$ cat config.mk
export PLATFORM = sky130hd
export DESIGN_NAME = qosc_config_loader
export DESIGN_NICKNAME = d
export VERILOG_FILES = /design/src/rtl/qosc_pkg.sv /design/src/rtl/qosc_config_loader.sv
export SDC_FILE = /design/constraint.sdc
export NUM_CORES = 1
export LEC_CHECK = 0
export ABC_AREA = 0
export CORE_ASPECT_RATIO = 1.1
export CORE_UTILIZATION = 41
export DETAILED_ROUTE_END_ITERATION = 8
export PLACE_DENSITY = 0.7
export REMOVE_ABC_BUFFERS = 1
export SYNTH_ARGS = -nofsm -noshare
export SYNTH_HDL_FRONTEND = slang
export SYNTH_SLANG_ARGS = --single-unit
$ cat constraint.sdc
create_clock -name clk -period 4.6 [get_ports clk]
set_input_delay 0.69 -clock clk [delete_from_list [all_inputs] [get_ports clk]]
set_output_delay 0.69 -clock clk [all_outputs]
set_load 0.005 [all_outputs]
$ cat src/rtl/qosc_pkg.sv
// Shared types and encodings for the quadrature oscillator configuration loader.
package qosc_pkg;

  // 8-bit signed sample shared with quadrature_oscillator_sync.
  typedef logic signed [7:0] sample_t;

  localparam int unsigned NumRegs = 5;

  // Register bank indexed by address; entry 0 sits in the low byte.
  typedef sample_t [NumRegs-1:0] bank_t;

  // Header opcodes (header byte bits [7:5]); 110 and 111 are illegal.
  localparam logic [2:0] OP_NOP     = 3'd0;
  localparam logic [2:0] OP_WRITE   = 3'd1;
  localparam logic [2:0] OP_COMMIT  = 3'd2;
  localparam logic [2:0] OP_START   = 3'd3;
  localparam logic [2:0] OP_HALT    = 3'd4;
  localparam logic [2:0] OP_CLR_ERR = 3'd5;

  // Register addresses (header byte bits [2:0]); 5-7 are reserved.
  localparam logic [2:0] ADDR_RE      = 3'd0;
  localparam logic [2:0] ADDR_IM      = 3'd1;
  localparam logic [2:0] ADDR_POWER   = 3'd2;
  localparam logic [2:0] ADDR_RE_INIT = 3'd3;
  localparam logic [2:0] ADDR_IM_INIT = 3'd4;

  typedef enum logic [1:0] {
    StIdle,
    StData,
    StLoad
  } state_e;

endpackage

$ cat src/rtl/qosc_config_loader.sv
// Byte-stream command parser driving the oscillator's coefficients, preload values and load
// strobe. Writes land in a shadow bank; COMMIT/START copy the whole bank to the outputs at once.
module qosc_config_loader
  import qosc_pkg::*;
#(
  parameter sample_t     DEF_RE      = 8'sd126,
  parameter sample_t     DEF_IM      = 8'sd16,
  parameter sample_t     DEF_POWER   = 8'sd64,
  parameter sample_t     DEF_RE_INIT = 8'sd64,
  parameter sample_t     DEF_IM_INIT = 8'sd0,
  parameter int unsigned LOAD_CYCLES = 2,
  parameter int unsigned TIMEOUT     = 255
) (
  input  logic       clk,
  input  logic       reset,
  input  logic       in_valid,
  input  logic [7:0] in_data,
  output logic       in_ready,
  output sample_t    re_coeff,
  output sample_t    im_coeff,
  output sample_t    power,
  output sample_t    accu_re_init,
  output sample_t    accu_im_init,
  output logic       load,
  output logic       running,
  output logic       err
);

  // One counter serves both the DATA timeout and the LOAD pulse length.
  localparam int unsigned CntMax = (TIMEOUT > LOAD_CYCLES) ? TIMEOUT : LOAD_CYCLES;
  localparam int unsigned CntW   = $clog2(CntMax + 1);

  localparam bank_t DefBank = {DEF_IM_INIT, DEF_RE_INIT, DEF_POWER, DEF_IM, DEF_RE};

  state_e          state_q, state_d;
  logic [2:0]      addr_q, addr_d;
  logic [CntW-1:0] cnt_q, cnt_d;
  bank_t           shadow_q, shadow_d;
  bank_t           active_q, active_d;
  logic            load_q, load_d;
  logic            running_q, running_d;
  logic            err_q, err_d;
  logic            ready_q, ready_d;

  logic            accept;
  logic [2:0]      hdr_op;
  logic [2:0]      hdr_addr;
  logic [CntW-1:0] cnt_inc;
  logic            unused_hdr_bits;

  assign accept          = in_valid & ready_q;
  assign hdr_op          = in_data[7:5];
  assign hdr_addr        = in_data[2:0];
  assign cnt_inc         = cnt_q + CntW'(1);
  assign unused_hdr_bits = ^in_data[4:3];

  // Next-state decode: header parsing in IDLE, data capture/timeout in DATA, pulse in LOAD.
  always_comb begin
    state_d   = state_q;
    addr_d    = addr_q;
    cnt_d     = cnt_q;
    shadow_d  = shadow_q;
    active_d  = active_q;
    load_d    = load_q;
    running_d = running_q;
    err_d     = err_q;

    unique case (state_q)
      StIdle: begin
        if (accept) begin
          case (hdr_op)
            OP_NOP: ;
            OP_WRITE: begin
              state_d = StData;
              addr_d  = hdr_addr;
              cnt_d   = '0;
            end
            OP_COMMIT: active_d = shadow_q;
            OP_START: begin
              active_d  = shadow_q;
              state_d   = StLoad;
              cnt_d     = CntW'(LOAD_CYCLES);
              load_d    = 1'b1;
              running_d = 1'b0;
            end
            OP_HALT: begin
              load_d    = 1'b1;
              running_d = 1'b0;
            end
            OP_CLR_ERR: err_d = 1'b0;
            default:    err_d = 1'b1;
          endcase
        end
      end
      StData: begin
        if (accept) begin
          // Reserved addresses still consume the byte so the stream stays framed.
          if (addr_q <= ADDR_IM_INIT) begin
            shadow_d[addr_q] = in_data;
          end else begin
            err_d = 1'b1;
          end
          state_d = StIdle;
        end else begin
          cnt_d = cnt_inc;
          if (cnt_inc == CntW'(TIMEOUT)) begin
            err_d   = 1'b1;
            state_d = StIdle;
          end
        end
      end
      StLoad: begin
        if (cnt_q <= CntW'(1)) begin
          state_d   = StIdle;
          load_d    = 1'b0;
          running_d = 1'b1;
        end else begin
          cnt_d = cnt_q - CntW'(1);
        end
      end
      default: state_d = StIdle;
    endcase

    ready_d = (state_d != StLoad);
  end

  // State and register bank; reset aborts any frame or load sequence without committing.
  always_ff @(posedge clk) begin
    if (reset) begin
      state_q   <= StIdle;
      addr_q    <= '0;
      cnt_q     <= '0;
      shadow_q  <= DefBank;
      active_q  <= DefBank;
      load_q    <= 1'b1;
      running_q <= 1'b0;
      err_q     <= 1'b0;
      ready_q   <= 1'b0;
    end else begin
      state_q   <= state_d;
      addr_q    <= addr_d;
      cnt_q     <= cnt_d;
      shadow_q  <= shadow_d;
      active_q  <= active_d;
      load_q    <= load_d;
      running_q <= running_d;
      err_q     <= err_d;
      ready_q   <= ready_d;
    end
  end

  assign in_ready     = ready_q;
  assign re_coeff     = active_q[ADDR_RE];
  assign im_coeff     = active_q[ADDR_IM];
  assign power        = active_q[ADDR_POWER];
  assign accu_re_init = active_q[ADDR_RE_INIT];
  assign accu_im_init = active_q[ADDR_IM_INIT];
  assign load         = load_q;
  assign running      = running_q;
  assign err          = err_q;

endmodule
Word level (Yosys, flattened, before mapping)
Index checks and enable logic that the tools add are counted.
- register bits after elaboration: 97
- input bits: 11
- output and inout port bits: 44
- logic and storage cells: 85
- $add $sub $neg: 2
- $lt $le $gt $ge: 4
- equal/unequal tests: 18
- muxes and demuxes: 28
- bitwise operators: 1
- reduce and logical (&&, ||, !) cells: 15
- operator list (cell ; number):
    $bwmux W40 ; 1
    $mux W8 ; 4
    $demux W8 S3 ; 1
    $pmux W8 S3 ; 1
    $pmux W8 S2 ; 1
    $ne A2 B2 Y1 const B ; 7
    $mux W1 ; 10
    $reduce_and A5 Y1 ; 2
    $reduce_and A3 Y1 ; 3
    $add A8 B1 Y8 const B ; 1
    $eq A8 B8 Y1 const B ; 1
    $le A8 B1 Y1 const B ; 1
    $mux W2 ; 4
    $pmux W1 S2 ; 4
    $sub A8 B1 Y8 const B ; 1
    $eq A3 B2 Y1 const B ; 2
    $eq A3 B3 Y1 const B ; 2
    $ne A3 B3 Y1 const B ; 2
    $pmux W2 S3 ; 1
    $reduce_or A5 Y1 ; 1
    $lt A3 B4 Y1 const B ; 1
    $pmux W2 S2 ; 1
    $reduce_and A4 Y1 ; 1
    $reduce_bool A2 Y1 ; 2
    other kinds (12) ; 13

Logic depth before layout (Yosys ltp)
Gate-level depths: netlist (run 1).
- word-level depth: 6
- mapped depth: 9
- gate-level depth less buffers: 8

Worst setup path after synthesis (run 1)
No wires, ideal clock.
- path type: in2reg
- start: input port in_data[5]
- end: register cnt_q[4]
- library setup time: 0.070 ns
- arrival time: 2.142 ns
- required time: 4.530 ns
- slack: 2.388 ns
- stages on the path: 7
- path buffers: 1
- cells stage by stage: buf_2 -> and2b_1 -> nand3_1 -> a221oi_1 -> nand2_1 -> or3_1 -> a21oi_1
- cells in the longest elaborated chain, start to end: 3
- elaborated cells on any way between the ends: 4
- classes of those cells: 3 x eq/ne; 1 x reduce/logical
- RTL lines (item ; RTL line ; text):
    from (decl) ; qosc_config_loader.sv:17 ; input logic [7:0] in_data,
    $eq A3 B2 Y1 or $eq A3 B1 Y1 (tied branches) ; qosc_config_loader.sv:71 ; case (hdr_op)
    $ne A3 B1 Y1 (no source line) * ; - ;
    $reduce_and A5 Y1 (no source line) * ; - ;
    to (signal assigned) ; qosc_config_loader.sv:142 ; cnt_q <= cnt_d;
    to (decl) ; qosc_config_loader.sv:37 ; logic [CntW-1:0] cnt_q, cnt_d;
Mark *: on every way between the ends. The rest lies on a longest branch, timed or not.
A chain may end at the register's enable or synchronous reset.

Worst setup path after layout (run 1)
- start: input port in_data[7]
- end: register cnt_q[6]
The elaborated chain is that of the path after synthesis.

==> results.py, run 1 <==
metrics = {
    "worst_setup_path": {
        "r2r-end": "shadow_q[22]$_SDFFE_PP1P_",
        "worst-path-stages": 7,
        "start_kind": "input pin",
        "crit_end": "cnt_q[6]$_SDFFE_PP0P_",
        "cp.required_ns": 4.89,
        "r2r_slack_ns": 1.93,
        "worstRegToRegCells": 8,
        "r2r-start": "state_q[1]$_SDFF_PP0_",
        "max_stage_delay_ns": 0.62,
        "end_kind": "register",
        "crit_arrival_ns": 3.09,
        "crit_start": "in_data[7]",
        "path_delay_family": "simple AND/OR/NAND/NOR gates",
        "cp.buffers_inverters": 1,
        "cp_cell_sequence": "clkdlybuf4s50_1 > and2b_1 > nand3_1 > a221oi_1 > nand2_1 > or3_1 > a21oi_1",
        "worst-setup-path-type": "input pin to register",
        "slowest_stage": "clkdlybuf4s50_1",
        "cp_max_fo": 11,
    },
    "timing": {
        "rsz0062_at_grt": "false",
        "setup_tns_ns": 0,
        "worst_pin_slew_ns": 0.864,
        "hold_viol_final": 0,
        "fmax_mhz": 357,
        "report.final.slew_viol_count": 0,
        "period_needed_ns": 2.80,
        "finalCritPeriodShare": 0.608,
        "fin_skew_ns": 0.0128,
        "slew-limit-headroom": 0.424,
        "setup_viol": 0,
    },
    "cells_and_area": {
        "ff_latch_area_um2": 1940,
        "utilization": 0.505,
        "multi_input_area_um2": 2070,
        "final_cell_mix": "nand2_1 (121), dfxtp_1 (97), clkdlybuf4s50_1 (53)",
        "drive_above_1_share": 0.0607,
        "finish.net_count": 558,
        "final_common_cell": "nand2_1",
        "antenna-diode-count": 0,
        "area_growth_pct": 19.2,
        "fillCellCount": 948,
    },
    "global_routing": {
        "grt_first_pass_wirelength_um": 15100,
        "track_usage": 0.177,
        "grt_overflow": 0,
        "antenna_found_initial": 0,
        "grt_max_degree": 53,
        "grt_pass1_vias": 3107,
    },
    "die": {
        "io_pins": 55,
        "dieHeight_um": 108,
        "core_area_um2": 9940,
        "die_x_um": 98.6,
        "dieArea_um2": 10700,
        "rows": 38,
        "initial_core_util": 0.424,
    },
    "yosys": {
        "synthArstFlopShare": 0,
        "synth_edf_count": 0,
        "synthFlopType": "dfxtp_1",
        "ys_ff_latch": 97,
        "synth.distinct_cells": 52,
        "yosysWarnings": 0,
        "netlist_area_um2": 4210,
        "yosysSeqAreaShare": 0.461,
        "avgSynthCellArea_um2": 8.32,
        "synth_cells": 506,
    },
    "flow_run": {
        "maxCapViolCount": 0,
    },
    "place": {
        "portBuffers": 54,
        "gp_congestion": 0.850,
        "hpwlAfterDp_um": 6230,
    },
    "route": {
        "avgViaCountPerCell": 5.30,
        "drc": 0,
        "vias": 3519,
        "wirelength_um": 9280,
        "wire_per_inst_um": 14.0,
        "postRouteAntennaNets": 0,
        "dr.pass1.iters": 5,
        "first_iter_violations": 154,
    },
    "worst_hold_path": {
        "min_path_type": "register to register",
    },
    "clock_tree": {
        "cts-buffers-inserted": 9,
        "post_cts_buffers": 0,
        "cts_max_level": 3,
        "insertion_delay_ns": 0.37,
        "cts_tree": "done",
        "clkTransAtPathRegs_ns": 0.10,
        "cts_resized": 0,
        "cts_buffer_depth": 2,
        "cts.sinks": 97,
        "cts-root-buf": "clkbuf_8",
        "cts_hold_buf": 0,
    },
    "run_status": {
        "run_status": "complete, no violations",
    },
    "pwr": {
        "p_per_area_nw_per_um2": 328,
        "p_total_mw": 1.64,
        "ir_drop_mv": 0.184,
        "power.leakage_nw": 1.88,
    },
}
-- synthesized netlist by cell type (2+ instances only) --
cell	number	area [µm²]
nand2b_1	4	25.0
a21o_1	3	22.5
nand2_1	121	454
nand4_1	2	12.5
nor4_1	2	12.5
a211o_1	3	26.3
nor3_1	5	25.0
xor2_1	4	35.0
a2bb2oi_1	2	17.5
mux2i_1	32	320
ha_1	8	100
or2_2	4	25.0
a211oi_1	2	15.0
nand3b_1	17	128
nor2_2	2	12.5
a22oi_1	2	15.0
nor2b_1	4	25.0
o21ai_0	13	65.1
or3_1	3	18.8
o31ai_1	2	15.0
nand3_1	9	45.0
inv_1	9	33.8
a21oi_1	44	220
dfxtp_1	97	1940
clkbuf_1	28	105
nor2_1	50	188
buf_4	2	15.0
a221oi_1	7	61.3
buf_2	2	10.0
-- flip-flops by register name, indices dropped and copies added, names as in the netlist, 3 cells and up --
name          count
power             8
re_coeff          8
cnt_q             8
accu_im_init      8
shadow_q         40
accu_re_init      8
addr_q            3
im_coeff          8
-- worst register-to-register path: stages (launching register included) --
cell     delay [ns]
dfxtp_1        0.35
inv_1          0.11
ha_1           0.59
nand3_1        0.23
nor2_1         0.26
nand2_1        0.10
nor2_2         0.53
nor2b_1        0.11
a211o_1        0.29
-- cell type report --
cell class              instances  share of cell area
multi-input cells             364               0.413
clock inverters                 6              0.0237
flip-flops and latches         97               0.387
well taps                     120              0.0299
clock buffers                  10              0.0274
repair buffers                 58               0.113
inverters                       9             0.00673
-- worst min path at each step --
stage	from	to	slack, ns	cells past startpoint
CTS	shadow_q[0]$_SDFFE_PP0P_	re_coeff[0]$_SDFFE_PP0P_	0.46	2
floorplan	shadow_q[8]$_SDFFE_PP0P_	im_coeff[0]$_SDFFE_PP0P_	0.43	2
detailed placement	accu_re_init[2]$_SDFFE_PP0P_	accu_re_init[2]$_SDFFE_PP0P_	0.45	2
finish	shadow_q[20]$_SDFFE_PP0P_	power[4]$_SDFFE_PP0P_	0.45	2
global placement	shadow_q[9]$_SDFFE_PP0P_	im_coeff[1]$_SDFFE_PP0P_	0.44	2
global route	power[1]$_SDFFE_PP0P_	power[1]$_SDFFE_PP0P_	0.48	2
-- where the power goes --
part           total, mW  switching (mW)  internal, mW
Sequential         0.851         0.00600         0.845
Combinational     0.0926          0.0566        0.0360
Clock              0.700           0.316         0.384
Total               1.64           0.379          1.27
-- cells by family (layout without fill, tap and decap cells) --
kind of cell,Yosys count,after routing,synth area share
DFF,97,97,0.461
and+or+nand+nor,228,228,0.242
muxes,33,33,0.0788
buffers and inverters,45,83,0.0479
xor gates and xnor gates,4,4,0.00832
adders and majority gates,8,8,0.0238
AOI/OAI and AO/OA,91,91,0.138
-- layer usage --
| layer | track usage | wire length [µm] |
|---|---|---|
| met2 | 0.293 | 4400 |
| met5 | 0 | 0 |
| met3 | 0.0239 | 360 |
| met4 | 0.0991 | 253 |
| met1 | 0.225 | 4270 |
-- through the flow --
stage / hold slack (ns) / setup WS, ns / instance area, µm² / instances
after global placement: 0.437 / 1.61 / 4760 / 648
after floorplan: 0.425 / 1.37 / 4040 / 470
after detailed placement: 0.447 / 1.46 / 4760 / 648
final: 0.452 / 1.80 / 5020 / 664
after global routing: 0.476 / 1.68 / 5020 / 664
after CTS: 0.460 / 1.85 / 5020 / 664
Power figures use the tool's default switching activity.
==> run 2, diff against run 1 <==
PLACE_DENSITY = 0.73   (was 0.7)
clock period = 2.3 ns   (was 4.6 ns; I/O delays follow)
==> run 2 against run 1 <==
  * Sequential share of layout area fell by 1.2 points
  * Cell count rose by 3.9%
  * Die area did not move
  * Worst hold slack got worse by 0.11 ns
  * Via count rose by 2.7%
  * Power rose by 85%
  * Combinational power rose by 120%
  * Sequential cell count did not move
  * Cell area rose by 3.1%
  * First-iteration DRC count rose by 87%
  * Critical path type is now register to register
  * Highest routed layer unchanged
==> results.py, run 2 (synthesized netlist as in run 1, its figures left out) <==
metrics = {
    "worst_hold_path": {
        "hp-start": "reset",
        "min_path_type": "input pin to register",
    },
    "worst_setup_path": {
        "crit_start": "cnt_q[6]$_SDFFE_PP0P_",
        "slowest_stage": "or4_4",
        "cp_cell_sequence": "or3_4 > or4_4 > a221oi_1 > a221oi_1 > nor2b_1",
        "max_stage_delay_ns": 0.58,
        "crit_arrival_ns": 2.33,
        "start_kind": "register",
        "end_kind": "register",
        "r2r-start": "cnt_q[6]$_SDFFE_PP0P_",
        "path_delay_family": "simple AND/OR/NAND/NOR gates",
        "crit_path_frequent_cell": "a221oi_1",
        "cp.required_ns": 2.55,
        "r2r_slack_ns": 0.22,
        "cp_max_fo": 5,
        "worst-setup-path-type": "register to register",
        "cp.buffers_inverters": 0,
    },
    "place": {
        "gp_congestion": 0.895,
        "hpwlAfterDp_um": 6790,
        "dpl.cell_count": 674,
        "portBuffers": 54,
    },
    "pwr": {
        "ir_drop_mv": 0.273,
        "p_switching_uw": 722,
        "internal_power_mw": 2.32,
        "p_sw_frac": 0.238,
        "pwr-share-comb": 0.067,
        "power.leakage_nw": 1.99,
        "p_per_area_nw_per_um2": 587,
        "clkPwrFrac": 0.374,
        "sequentialPowerShare": 0.559,
    },
    "route": {
        "dr.pass1.iters": 5,
        "avgViaCountPerCell": 5.24,
        "wire_per_inst_um": 13.9,
        "postRouteAntennaNets": 0,
        "drc": 0,
        "first_iter_violations": 288,
        "vias": 3615,
        "wirelength_um": 9570,
    },
    "timing": {
        "fmax_mhz": 480,
        "rsz0062_at_grt": "false",
        "worst_pin_slew_ns": 0.453,
        "period_needed_ns": 2.08,
        "setup_viol": 0,
        "report.final.slew_viol_count": 0,
        "hold_viol_final": 0,
        "slew-limit-headroom": 0.698,
        "fin_skew_ns": 0.0110,
        "finalCritPeriodShare": 0.905,
    },
    "die": {
        "dieArea_um2": 10700,
        "die_x_um": 98.6,
        "core_area_um2": 9940,
        "initial_core_util": 0.424,
        "io_pins": 55,
        "dieHeight_um": 108,
        "rows": 38,
    },
    "cells_and_area": {
        "antenna-diode-count": 0,
        "final_common_cell": "nand2_1",
        "finish.net_count": 584,
        "drive_above_1_share": 0.102,
        "final_cells": 690,
        "largest_reg_flops": 40,
        "top_register": "shadow_q",
        "fillCellCount": 922,
        "area_growth_pct": 22.9,
        "final_cell_mix": "nand2_1 (121), dfxtp_1 (97), clkdlybuf4s50_1 (53)",
        "utilization": 0.521,
    },
    "flow_run": {
        "maxCapViolCount": 0,
    },
    "clock_tree": {
        "cts_resized": 0,
        "clkTransAtPathRegs_ns": 0.09,
        "cts-buffers-inserted": 9,
        "cts_tree": "done",
        "cts.sinks": 97,
        "cts_max_level": 3,
        "post_cts_buffers": 0,
        "insertion_delay_ns": 0.36,
        "cts_buffer_depth": 2,
        "cts_hold_buf": 0,
        "cts-root-buf": "clkbuf_8",
    },
    "global_routing": {
        "grt_overflow": 0,
        "grt_max_degree": 49,
        "grt_pass1_vias": 3445,
        "grt_first_pass_wirelength_um": 16200,
        "antenna_found_initial": 0,
        "track_usage": 0.188,
    },
    "run_status": {
        "run_status": "complete, no violations",
    },
}
-- run 2: final timing paths --
kind                                  endpoint  cells past startpoint
setup / recovery         state_q[1]$_SDFF_PP0_                      5
hold / removal           cnt_q[7]$_SDFFE_PP0P_                      2
setup reg to reg         state_q[1]$_SDFF_PP0_                      5
hold reg to reg   accu_im_init[6]$_SDFFE_PP0P_                      2
-- run 2: final cells by class --
cell class              instances  area, µm²  share of cell area
inverters                       9       33.8             0.00653
clock inverters                 5       61.3              0.0119
multi-input cells             364       2070               0.400
clock buffers                  11        141              0.0273
well taps                     120        150              0.0290
repair buffers                 84        773               0.149
flip-flops and latches         97       1940               0.375
-- run 2: power groups by stage --
stage	sequential (mW)	clock [mW]	combinational, mW
CTS	1.70	1.17	0.203
floorplan	1.74	0	0.0858
finish	1.70	1.14	0.204
global placement	1.74	0	0.201
global route	1.70	1.24	0.222
detailed placement	1.74	0	0.203
-- run 2: layer usage --
metal	vias up	track usage	part of all wire
met1	1695	0.239	0.46
met4	0	0.0618	0.011
met5	-	0	0
li1	1825	-	-
met2	81	0.319	0.49
met3	14	0.0381	0.038
-- run 2: per-stage QoR --
| step | hold slack (ns) | cell area [µm²] | total power, mW | worst slack (ns) | setup TNS (ns) |
|---|---|---|---|---|---|
| CTS | 0.319 | 5170 | 3.07 | 0.226 | 0 |
| global placement | 0.443 | 4970 | 1.94 | 0.133 | 0 |
| detailed placement | 0.447 | 4970 | 1.94 | 0.0935 | 0 |
| floorplan | 0.414 | 4040 | 1.83 | -0.933 | -37.06 |
| finish | 0.341 | 5170 | 3.04 | 0.218 | 0 |
| global route | 0.335 | 5170 | 3.16 | 0.0935 | 0 |
-- run 2: worst register-to-register path, stage by stage (launching register included) --
cell      delay, ns
dfxtp_1        0.36
or3_4          0.42
or4_4          0.58
a221oi_1       0.31
a221oi_1       0.15
nor2b_1        0.15
==> run 3, diff against run 2 <==
CTS_BUF_LIST = sky130_fd_sc_hd__clkbuf_16   (was unset)
HOLD_SLACK_MARGIN = 0.02   (was unset)
==> run 3 against run 2 <==
  * Maximum frequency decreased by 0.71%
  * Cell count did not move
  * Worst hold slack better by 0.033 ns
  * Core utilization rose by 0.92 points
  * Combinational power is essentially flat
  * Cell area rose by 1.8%
  * Critical path depth is the same
  * Critical endpoint unchanged
  * Count of clock-buffer cells in the layout is 2 lower
  * Sequential cell count did not move
==> results.py, run 3 (synthesized netlist as in run 1, its figures left out) <==
metrics = {
    "timing": {
        "setup_tns_ns": 0,
        "fin_ws_ns": 0.203,
        "finalCritPeriodShare": 0.912,
        "worst_pin_slew_ns": 0.458,
        "setup_viol": 0,
        "rsz0062_at_grt": "false",
        "hold_viol_final": 0,
        "fmax_mhz": 477,
        "slew-limit-headroom": 0.695,
        "report.final.slew_viol_count": 0,
        "period_needed_ns": 2.10,
        "fin_skew_ns": 0.00745,
    },
    "flow_run": {
        "maxCapViolCount": 0,
    },
    "clock_tree": {
        "post_cts_buffers": 0,
        "cts-buffers-inserted": 9,
        "clkTransAtPathRegs_ns": 0.07,
        "cts_max_level": 3,
        "cts.sinks": 97,
        "cts_buffer_depth": 2,
        "cts_tree": "done",
        "cts-root-buf": "clkbuf_16",
        "cts_resized": 0,
        "insertion_delay_ns": 0.34,
        "cts_hold_buf": 0,
    },
    "place": {
        "post-place-ws_ns": 0.0935,
        "portBuffers": 54,
        "gp_congestion": 0.895,
        "hpwlAfterDp_um": 6790,
        "dpl.cell_count": 674,
        "placed_area_um2": 4970,
    },
    "die": {
        "rows": 38,
        "io_pins": 55,
        "dieArea_um2": 10700,
        "core_area_um2": 9940,
        "dieHeight_um": 108,
        "initial_core_util": 0.424,
        "die_x_um": 98.6,
    },
    "worst_setup_path": {
        "r2r_slack_ns": 0.20,
        "start_kind": "register",
        "cp.required_ns": 2.52,
        "cp_max_fo": 5,
        "crit_arrival_ns": 2.32,
        "worst-setup-path-type": "register to register",
        "end_kind": "register",
    },
    "route": {
        "dr.pass1.iters": 5,
        "first_iter_violations": 269,
        "drc": 0,
        "wire_per_inst_um": 14.2,
        "vias": 3664,
        "wirelength_um": 9820,
        "avgViaCountPerCell": 5.31,
        "postRouteAntennaNets": 0,
    },
    "pwr": {
        "p_sw_frac": 0.230,
        "internal_power_mw": 2.62,
        "power.leakage_nw": 2.04,
        "p_total_mw": 3.40,
        "p_switching_uw": 784,
        "clkPwrFrac": 0.440,
        "p_per_area_nw_per_um2": 647,
        "pwr-share-comb": 0.060,
        "ir_drop_mv": 0.329,
        "sequentialPowerShare": 0.500,
    },
    "cells_and_area": {
        "final_area_um2": 5260,
        "final_cell_mix": "nand2_1 (121), dfxtp_1 (97), clkdlybuf4s50_1 (53)",
        "drive_above_1_share": 0.100,
        "finish.net_count": 584,
        "largest_reg_flops": 40,
        "antenna-diode-count": 0,
        "area_growth_pct": 25.1,
        "final_common_cell": "nand2_1",
        "final_cells": 690,
        "top_register": "shadow_q",
    },
    "global_routing": {
        "grt_pass1_vias": 3474,
        "track_usage": 0.192,
        "use_met2": 0.321,
        "grtUsageMet3": 0.0278,
        "antenna_found_initial": 0,
        "grt_busiest_layer": "met2",
        "grt_first_pass_wirelength_um": 16300,
        "grt_overflow": 0,
        "grtUsageMet1": 0.242,
        "grt_max_degree": 49,
    },
    "run_status": {
        "run_status": "complete, no violations",
    },
    "worst_hold_path": {
        "min_path_type": "input pin to register",
    },
}
run 3: cell count changes in the layout (fill, tap and decap cells not counted), sizes merged:
| cell | change |
|---|---|
| clkbuf | -2 |
| clkinv | +1 |
| inv | +1 |
run 3: worst paths after layout:
| path | from | to | depth (start not counted) |
|---|---|---|---|
| worst min-delay path | reset | cnt_q[7]$_SDFFE_PP0P_ | 2 |
| worst max-delay path | cnt_q[6]$_SDFFE_PP0P_ | state_q[1]$_SDFF_PP0_ | 5 |
| worst min register to register | accu_im_init[6]$_SDFFE_PP0P_ | accu_im_init[6]$_SDFFE_PP0P_ | 2 |
| worst max register to register | cnt_q[6]$_SDFFE_PP0P_ | state_q[1]$_SDFF_PP0_ | 5 |
run 3: stage by stage:
stage                util  hold slack (ns)
finish              0.530            0.374
global route        0.530            0.373
CTS                 0.530            0.349
detailed placement  0.500            0.447
global placement    0.500            0.443
floorplan               -            0.414
run 3: metal layers:
layer,part of all wire,vias up
li1,-,1825
met5,0,-
met4,0.023,0
met1,0.45,1720
met3,0.048,18
met2,0.48,101
run 3: power by group through the flow:
stage,Clock (mW),Combinational (mW),Sequential [mW]
after floorplan,0,0.0858,1.74
after global placement,0,0.201,1.74
after detailed placement,0,0.203,1.74
after CTS,1.52,0.204,1.70
after global routing,1.59,0.223,1.70
final,1.50,0.206,1.70
run 3: cell type report:
cell class	instances	area (µm²)
well taps	120	150
clock inverters	7	68.8
repair buffers	84	773
fillers	915	4670
flip-flops and latches	97	1940
clock buffers	9	225
inverters	9	33.8
multi-input cells	364	2070
run 3: worst max-delay path, stage by stage, from the launching register on:
cell and delay [ns]:
dfxtp_1 0.35, or3_4 0.43, or4_4 0.58, a221oi_1 0.32
a221oi_1 0.15, nor2b_1 0.15
